==> src/rtl/axis_mem_stream_tester.sv <==
// axis_mem_stream_tester
//   Self-checking AXI-Stream source/sink for exercising a stream memory path.
//   A test writes BURST_LEN pattern words (seed + i) out of the m00 port, then
//   accepts BURST_LEN readback beats on the s00 port and checks each one for
//   data, strobes and tlast. The result is reported as pass / err_count /
//   timeout_err with a one-cycle done pulse.
//
// Ports
//   axis_aclk, axis_areset : clock, synchronous active-high reset
//   start, seed            : launch pulse (honoured only in IDLE), pattern base
//   busy, done             : test in progress, one-cycle end-of-test pulse
//   pass, err_count,
//   timeout_err            : results, held until the next accepted start
//   m00_axis_*             : write-burst master stream
//   s00_axis_*             : readback slave stream
//   dbg_state              : current FSM state (0 IDLE, 1 WRITE, 2 READ, 3 DONE)
//
// Handshake: a beat transfers on the rising edge where tvalid and tready are
// both high. The master holds tdata/tlast/tvalid stable until that edge; the
// slave side raises tready only while in READ.
module axis_mem_stream_tester #(
  parameter int DATA_WIDTH = 32,
  parameter int BURST_LEN  = 16,
  parameter int CNT_WIDTH  = 12,
  parameter int TIMEOUT    = 1024
) (
  input  logic                    axis_aclk,
  input  logic                    axis_areset,
  input  logic                    start,
  input  logic [DATA_WIDTH-1:0]   seed,
  output logic                    busy,
  output logic                    done,
  output logic                    pass,
  output logic [CNT_WIDTH-1:0]    err_count,
  output logic                    timeout_err,
  output logic [DATA_WIDTH-1:0]   m00_axis_tdata,
  output logic [DATA_WIDTH/8-1:0] m00_axis_tstrb,
  output logic                    m00_axis_tvalid,
  output logic                    m00_axis_tlast,
  input  logic                    m00_axis_tready,
  input  logic [DATA_WIDTH-1:0]   s00_axis_tdata,
  input  logic [DATA_WIDTH/8-1:0] s00_axis_tstrb,
  input  logic                    s00_axis_tvalid,
  input  logic                    s00_axis_tlast,
  output logic                    s00_axis_tready,
  output logic [1:0]              dbg_state
);

  localparam int SW     = DATA_WIDTH / 8;
  localparam int IDLE_W = $clog2(TIMEOUT + 1);
  localparam logic [CNT_WIDTH-1:0] LAST_IDX   = CNT_WIDTH'(BURST_LEN - 1);
  localparam logic [CNT_WIDTH-1:0] ERR_MAX    = '1;
  localparam logic [IDLE_W-1:0]    IDLE_LIMIT = IDLE_W'(TIMEOUT - 1);

  typedef enum logic [1:0] {
    S_IDLE  = 2'd0,
    S_WRITE = 2'd1,
    S_READ  = 2'd2,
    S_DONE  = 2'd3
  } state_e;

  state_e                state_q;
  logic [DATA_WIDTH-1:0] seed_q;
  logic [CNT_WIDTH-1:0]  idx_q;
  logic [IDLE_W-1:0]     idle_q;
  logic                  busy_q;
  logic                  done_q;
  logic                  pass_q;
  logic [CNT_WIDTH-1:0]  err_q;
  logic                  to_q;
  logic [DATA_WIDTH-1:0] m_tdata_q;
  logic                  m_tvalid_q;
  logic                  m_tlast_q;
  logic                  s_tready_q;

  // Readback check for the beat currently offered on s00.
  logic [DATA_WIDTH-1:0] exp_word_d;
  logic [1:0]            miss_d;
  logic [CNT_WIDTH+1:0]  err_sum_d;
  logic [CNT_WIDTH-1:0]  err_d;

  always_comb begin
    exp_word_d = seed_q + DATA_WIDTH'(idx_q);
    miss_d     = 2'(s00_axis_tdata != exp_word_d)
               + 2'(s00_axis_tstrb != {SW{1'b1}})
               + 2'(s00_axis_tlast != (idx_q == LAST_IDX));
    err_sum_d  = {2'b00, err_q} + (CNT_WIDTH + 2)'(miss_d);
    // A beat can add up to three errors, so saturate on the widened sum.
    err_d      = (err_sum_d > {2'b00, ERR_MAX}) ? ERR_MAX : err_sum_d[CNT_WIDTH-1:0];
  end

  always_ff @(posedge axis_aclk) begin
    if (axis_areset) begin
      state_q    <= S_IDLE;
      seed_q     <= '0;
      idx_q      <= '0;
      idle_q     <= '0;
      busy_q     <= 1'b0;
      done_q     <= 1'b0;
      pass_q     <= 1'b0;
      err_q      <= '0;
      to_q       <= 1'b0;
      m_tdata_q  <= '0;
      m_tvalid_q <= 1'b0;
      m_tlast_q  <= 1'b0;
      s_tready_q <= 1'b0;
    end else begin
      done_q <= 1'b0;
      case (state_q)
        S_IDLE: begin
          if (start) begin
            seed_q     <= seed;
            err_q      <= '0;
            pass_q     <= 1'b0;
            to_q       <= 1'b0;
            idx_q      <= '0;
            busy_q     <= 1'b1;
            m_tvalid_q <= 1'b1;
            m_tdata_q  <= seed;
            m_tlast_q  <= (BURST_LEN == 1);
            state_q    <= S_WRITE;
          end
        end
        S_WRITE: begin
          // tvalid is high for the whole of WRITE, so tready alone marks a transfer.
          if (m00_axis_tready) begin
            if (idx_q == LAST_IDX) begin
              m_tvalid_q <= 1'b0;
              m_tlast_q  <= 1'b0;
              idx_q      <= '0;
              idle_q     <= '0;
              s_tready_q <= 1'b1;
              state_q    <= S_READ;
            end else begin
              idx_q     <= idx_q + CNT_WIDTH'(1);
              m_tdata_q <= m_tdata_q + DATA_WIDTH'(1);
              m_tlast_q <= ((idx_q + CNT_WIDTH'(1)) == LAST_IDX);
            end
          end
        end
        S_READ: begin
          if (s00_axis_tvalid) begin
            err_q  <= err_d;
            idle_q <= '0;
            // Only the beat count ends the read; an early tlast is just an error.
            if (idx_q == LAST_IDX) begin
              idx_q      <= '0;
              s_tready_q <= 1'b0;
              busy_q     <= 1'b0;
              done_q     <= 1'b1;
              pass_q     <= (err_d == '0);
              state_q    <= S_DONE;
            end else begin
              idx_q <= idx_q + CNT_WIDTH'(1);
            end
          end else if (idle_q == IDLE_LIMIT) begin
            to_q       <= 1'b1;
            s_tready_q <= 1'b0;
            busy_q     <= 1'b0;
            done_q     <= 1'b1;
            pass_q     <= 1'b0;
            state_q    <= S_DONE;
          end else begin
            idle_q <= idle_q + IDLE_W'(1);
          end
        end
        S_DONE: begin
          state_q <= S_IDLE;
        end
        default: begin
          state_q <= S_IDLE;
        end
      endcase
    end
  end

  assign busy            = busy_q;
  assign done            = done_q;
  assign pass            = pass_q;
  assign err_count       = err_q;
  assign timeout_err     = to_q;
  assign m00_axis_tdata  = m_tdata_q;
  assign m00_axis_tstrb  = {SW{1'b1}};
  assign m00_axis_tvalid = m_tvalid_q;
  assign m00_axis_tlast  = m_tlast_q;
  assign s00_axis_tready = s_tready_q;
  assign dbg_state       = state_q;

endmodule

==> config.mk <==
export PLATFORM = sky130hd
export DESIGN_NAME = axis_mem_stream_tester
export DESIGN_NICKNAME = d
export VERILOG_FILES = /design/src/rtl/axis_mem_stream_tester.sv
export SDC_FILE = /design/constraint.sdc
export NUM_CORES = 1
export LEC_CHECK = 0
export CAP_MARGIN = 5
export CORE_MARGIN = 5
export CORE_UTILIZATION = 40
export DETAILED_ROUTE_END_ITERATION = 10
export REMOVE_ABC_BUFFERS = 1
export SETUP_SLACK_MARGIN = 0.5
export SLEW_MARGIN = 40
export SYNTH_ARGS = -nofsm -noshare
export SYNTH_HDL_FRONTEND = slang
export SYNTH_SLANG_ARGS = --single-unit
export TNS_END_PERCENT = 1
==> constraint.sdc <==
create_clock -name axis_aclk -period 6.45 [get_ports axis_aclk]
set_clock_uncertainty 0.1 [all_clocks]
set_input_delay 1.6125 -clock axis_aclk [delete_from_list [all_inputs] [get_ports axis_aclk]]
set_output_delay 1.6125 -clock axis_aclk [all_outputs]
set_load 0.05 [all_outputs]
==> results.py <==
metrics = {
    "grt": {
        "grt.total_usage_pct": 20.7,
        "grt_max_degree": 54,
        "grt_pass1_vias": 6583,
        "grt-ovfl-total": 0,
        "grt_pass1_wl_mm": 34.4,
        "antenna_found_initial": 1,
    },
    "logic_synthesis": {
        "yosysSeqAreaShare_pct": 30.5,
        "synth_edf_count": 0,
        "synth_cell_types": 74,
        "synth_top_area_share_pct": 30.5,
        "syn-cell-area_sq_mm": 0.00709,
        "synthTopCellsByArea": "dfxtp_1 (31%), nand2_1 (8.2%), a21oi_1 (6.9%), nor2_1 (5.0%), o21ai_0 (4.7%)",
        "async_flop_share_pct": 0,
        "ys_ff_latch": 108,
        "synth_top_cell_by_area": "dfxtp_1",
        "synth_ff_type": "dfxtp_1",
        "syn_inst": 969,
        "synth.yosys.warnings": 0,
        "synth.avg_cell_area_sq_um": 7.31,
    },
    "drt": {
        "drtIter0Drc": 446,
        "drt-vias-per-instance": 5.53,
        "drt-pass1-iter-count": 5,
        "wl_mm": 22.1,
        "routedWlPerCell_um": 16.8,
        "ant_nets": 0,
        "vias": 7252,
        "drc": 0,
    },
    "setup_path": {
        "path_common_cell": "and3_4",
        "cp.required_ns": 6.63,
        "cpPeakStageDelay_ns": 0.49,
        "r2r_end": "pass$_SDFFE_PP0P_",
        "ff2ff_setup_slack_ns": 0.73,
        "worstReg2RegStart": "idx_q[0]$_SDFFE_PP0P_",
        "arrival_ns": 6.01,
        "cpMaxStageDelayCell": "or4_1",
        "critPathBufInv": 4,
        "crit_fanout": 3,
        "start_kind": "primary input",
        "critPathCaptureType": "register",
        "cp_cell_sequence": "buf_6 > xnor2_2 > xnor2_1 > a211oi_1 > nand2_1 > or4_1 > nand4b_1 > nor4_1 > and3_2 > fa_1 > inv_1 > ha_2 > inv_2 > fa_2 > and3b_1 > and3_4 > and3_4 > and3_4 > buf_6 > nand3b_1 > o21ai_1 > nand4b_1 > a21oi_1",
        "worstSetupPathType": "primary input to register",
        "critical-path-top-delay-family": "simple AND/OR/NAND/NOR gates",
        "rr_worst_depth": 24,
    },
    "die": {
        "die_h_um": 143,
        "ios": 131,
        "initial_core_util_pct": 40.8,
        "coreArea_sq_mm": 0.0174,
        "dieArea_sq_mm": 0.0205,
        "fp.dieW_um": 143,
        "rows": 48,
    },
    "layout": {
        "layout.nets": 1180,
        "drive_gt1_share_pct": 9.85,
        "design_area_sq_mm": 0.00930,
        "synthToLayoutAreaGrowth_pct": 31.3,
    },
    "clock_network": {
        "cts_tree": "built",
        "clk_latency_ns": 0.36,
        "cts_sinks": 108,
        "cts_buffers": 9,
        "cts-htree-levels": 3,
        "clk_path_buf_depth": 2,
        "cts_root_buffer": "clkbuf_16",
        "cts_hold_buf": 0,
        "path_clk_slew_ns": 0.07,
    },
    "outcome": {
        "status": "completed",
    },
    "timing": {
        "setup_viol": 0,
        "setup_ws_ns": 0.623,
        "period_minus_slack_ns": 5.83,
        "hold_violations": 0,
        "rsz0062_at_grt": "true",
        "worst_pin_slew_ns": 0.803,
        "max_freq_ghz": 0.172,
        "tns_ns": 0,
        "hold_ws_ns": 0.362,
        "fin_crit_sh_pct": 90.3,
        "maxSlewHeadroom_pct": 46.5,
        "drv_slew": 0,
    },
    "place": {
        "dp_slack_ns": -0.0735,
        "placed_area_sq_mm": 0.00858,
        "place.port_buffers": 126,
        "hpwl_mm": 16.2,
        "place.gp.congestion": 0.858,
    },
    "worst_hold_path": {
        "min_to": "seed_q[5]$_SDFFE_PP0P_",
        "holdPathStages": 2,
        "hold_path.class": "register to register",
        "hold_path_startpoint": "seed_q[5]$_SDFFE_PP0P_",
    },
    "power": {
        "seqPwrFrac_pct": 28.7,
        "clkPwrFrac_pct": 17.3,
        "power.share.switching_pct": 47.4,
        "p_int_mw": 1.83,
        "switchingPower_mw": 1.65,
        "p_leak_nw": 3.55,
        "power_frac_comb_pct": 54.0,
        "ir_drop_mv": 0.196,
        "power.density_mw_per_mm2": 374,
    },
    "job": {
        "cap_viol_max_count": 0,
    },
}
## cells in the mapped netlist (3+ instances only)
| cell type | number |
|---|---|
| nand2_1 | 154 |
| dfxtp_1 | 108 |
| a21oi_1 | 98 |
| nor2_1 | 94 |
| o21ai_0 | 66 |
| clkbuf_1 | 48 |
| nand3_1 | 37 |
| xnor2_1 | 33 |
| xor2_1 | 31 |
| nor3_1 | 30 |
| and3_1 | 26 |
| ha_1 | 22 |
| nand4_1 | 21 |
| a22oi_1 | 19 |
| inv_1 | 19 |
| nor2b_1 | 13 |
| a21o_1 | 12 |
| a211oi_1 | 11 |
| nand2b_1 | 11 |
| o31ai_1 | 11 |
| nor4_1 | 9 |
| or3_1 | 7 |
| a31oi_1 | 6 |
| mux2i_1 | 5 |
| nor3b_1 | 5 |
| buf_4 | 4 |
| fa_1 | 3 |
| mux2_2 | 3 |
| o22ai_1 | 3 |
| o31a_1 | 3 |
## sequential cells by signal (all words and copies together), names as in the netlist, 2 cells and up
register / cells
m00_axis_tdata: 32
seed_q: 32
idx_q: 12
dbg_state: 2
err_count: 12
idle_q: 11
## through the flow
stage | utilization [%] | std cells | total power, mW
2_1_floorplan | - | 917 | 2.20
3_5_place_dp | 49.4 | 1288 | 2.82
4_1_cts | 51.6 | 1305 | 3.45
5_1_grt | 53.6 | 1312 | 3.71
6_report | 53.6 | 1312 | 3.48
3_3_place_gp | 49.4 | 1288 | 2.81
## placed cells by master, fill, tap and decap left out, types with 6 or more instances in the layout
| cell type | n |
|---|---|
| nand2_1 | 154 |
| o31ai_1 | 11 |
| o21ai_0 | 61 |
| dfxtp_1 | 107 |
| dlymetal6s2s_1 | 15 |
| a22oi_1 | 19 |
| nand3_1 | 35 |
| xnor2_2 | 9 |
| nor2_1 | 93 |
| nor3_1 | 26 |
| nor2b_1 | 13 |
| ha_1 | 20 |
| inv_1 | 18 |
| a31oi_1 | 6 |
| or3_1 | 7 |
| nand4_1 | 21 |
| a211oi_1 | 10 |
| clkbuf_16 | 9 |
| nor4_1 | 9 |
| xor2_1 | 24 |
| buf_4 | 24 |
| xor2_2 | 6 |
| and3_1 | 22 |
| a21oi_1 | 96 |
| nand2b_1 | 11 |
| clkdlybuf4s50_1 | 107 |
| a21o_1 | 12 |
| xnor2_1 | 23 |
## power groups by stage
stage               combinational, mW  sequential [mW]  clock (mW)
floorplan                       0.919             1.28           0
global placement                 1.80             1.01           0
detailed placement               1.82             1.00           0
CTS                              1.83            0.991       0.626
global route                     2.04             1.02       0.648
finish                           1.88            0.998       0.603
## timing repair
action	4_1_cts	5_1_grt
cloned	0	1
pin swaps	7	33
resized for setup	12	76
endpoints found under the setup margin	13	13
buffers inserted	1	4
## tightest hold or removal path: stages, from the launching register on
cell and delay [ns]:
dfxtp_1 0.31, nand2_1 0.05, a21oi_1 0.05
## worst max path at each step
stage	to	depth (start not counted)	from	slack [ns]
detailed placement	pass$_SDFFE_PP0P_	23	s00_axis_tdata[2]	-0.07
floorplan	err_count[1]$_SDFFE_PP0P_	21	s00_axis_tdata[9]	0.60
finish	pass$_SDFFE_PP0P_	23	s00_axis_tdata[2]	0.62
global placement	pass$_SDFFE_PP0P_	22	s00_axis_tdata[9]	-0.09
CTS	pass$_SDFFE_PP0P_	24	idx_q[0]$_SDFFE_PP0P_	0.51
global route	pass$_SDFFE_PP0P_	23	s00_axis_tdata[2]	0.41
## routing by layer
metal  vias to the layer above  wire length [um]  GRT usage (%)
li1                       3678                 -              -
met1                      3362             10400           29.2
met2                       185             10100           32.0
met3                        27              1180           3.75
met4                         0               454           7.00
met5                         -                 0              0
## cell type report
type | instances | area (sq um)
antenna | 1 | 2.50
clock buffer | 11 | 243
clock inverter | 5 | 82.6
fill | 1709 | 8050
inverter | 20 | 75.1
multi-input combinational | 789 | 4940
sequential | 108 | 2170
tap | 225 | 282
timing repair buffer | 153 | 1520
## logic make-up (layout without fill, tap and decap cells)
| group | count (synthesis) | count (layout) | synth area share (%) |
|---|---|---|---|
| AO/OA/AOI/OAI | 262 | 262 | 23.0 |
| flip-flops | 108 | 108 | 30.5 |
| buffers and inverters | 75 | 189 | 4.22 |
| other | 1 | 5 | 0.0529 |
| XOR/XNOR | 64 | 64 | 7.91 |
| AND/OR/NAND/NOR | 426 | 426 | 28.4 |
| multiplexers | 8 | 8 | 1.18 |
| adder cells (fa/ha/maj) | 25 | 25 | 4.73 |
No activity file was read; power rests on OpenSTA's default activity.
==> variant, RTL diff (same settings) <==
The parameter `TIMEOUT` goes from 1024 to 4096.
--- a/src/rtl/axis_mem_stream_tester.sv
+++ b/src/rtl/axis_mem_stream_tester.sv
@@ -22,7 +22,7 @@
   parameter int DATA_WIDTH = 32,
   parameter int BURST_LEN  = 16,
   parameter int CNT_WIDTH  = 12,
-  parameter int TIMEOUT    = 1024
+  parameter int TIMEOUT    = 4096
 ) (
   input  logic                    axis_aclk,
   input  logic                    axis_areset,
Check against the original RTL: no difference found for any inputs over 4 cycles, from zero or initial values and one cycle with axis_areset high; that may be too few to reach the edited logic, so the function may still have changed.
==> variant against the original RTL <==
Utilization decreased by 2.5 points. Largest cell class unchanged. Combinational power fell by 9.6%. Power decreased by 7.0%. Routed wire length about the same. Sequential cell count up 2. Final area is 2.0% lower. Synthesized cell count up 1.7%. Global-route usage shrank 0.12 points. Fmax rose by 1.2%. Critical endpoint is now err_count[11]. Setup slack better by 72 ps. Area after synthesis increased by 1.7%.
==> variant: results (changes against the original RTL) <==
Met1 usage in global routing -> 29.8% (+0.56 points)
Synth Area in Compound Gates -> 22.7% (-0.23 points)
Worst vdd ir -> 0.182 mV (-7.0%)
Met3 WL -> 1430 um (+21%)
Sequential Power Share -> 31.1% (+2.4 points)
GR Util met2 -> 31.7% (-0.32 points)
Top cells by count, synth -> nand2_1 (159), dfxtp_1 (110), a21oi_1 (104)
Vias/cell -> 5.52 (-0.20%)
Number of global-route vias before repair -> 6464 (-1.8%)
FF-to-FF path depth -> 21 (-13%)
GR Util All Layers -> 20.6% (-0.12 points)
Met3 Resource Use GR -> 3.87% (+0.12 points)
Gate power share -> 52.4% (-1.6 points)
Proportion of layout cells with a drive suffix above 1 -> 6.93% (-2.9 points)
Post-Synth XOR/XNOR Area -> 7.90% (-0.010 points)
Area contributors post-synth -> dfxtp_1 (31%), nand2_1 (8.3%), a21oi_1 (7.2%), xnor2_1 (5.5%), nor2_1 (4.4%)
Largest net degree at the start of global routing -> 75 (+39%)
Iteration-0 DRC Markers -> 377 (-15%)
Postcts setup bufs -> 0 (-1)
Seq/Total Area, Yosys -> 30.6% (+0.047 points)
Setup crit start -> s00_axis_tdata[27]
ANT cells -> 0 (-1)
Routed wire length -> 22100 um (about the same)
Worst-Margin Slew -> 831 ps (+28.7 ps)
Placed cells -> 1304 (+1.2%)
Resize count post-CTS -> 7 (-5)
Post-Syn Instances -> 985 (+1.7%)
Dpl ws -> -54.6 ps (+18.9 ps)
Mux cell area share after synthesis -> 1.27% (+0.084 points)
Reg2reg start -> idx_q[1]
Status -> completed
variant: through the flow:
step | hold slack, ps | total power [W]
finish | 362 | 0.00324
global route | 391 | 0.00345
CTS | 365 | 0.00324
detailed placement | 354 | 0.00270
global placement | 348 | 0.00269
floorplan | 335 | 0.00212
variant: layout make-up:
class                   instances  area (um^2)
repair buffers                147         1440
inverters                      28          105
clock buffers                  10          229
fillers                      1807         8730
well taps                     229          287
flip-flops and latches        110         2200
multi-input cells             795         4800
clock inverters                 6         45.0
variant: kinds of logic (layout without fill, tap and decap cells):
kind of cell | count (synthesis) | in the layout
flip-flops | 110 | 110
XOR/XNOR | 65 | 65
multiplexers | 9 | 9
AND/OR/NAND/NOR | 426 | 426
AO/OA/AOI/OAI | 266 | 266
other | 1 | 4
adder cells (fa/ha/maj) | 25 | 25
buffers and inverters | 83 | 191
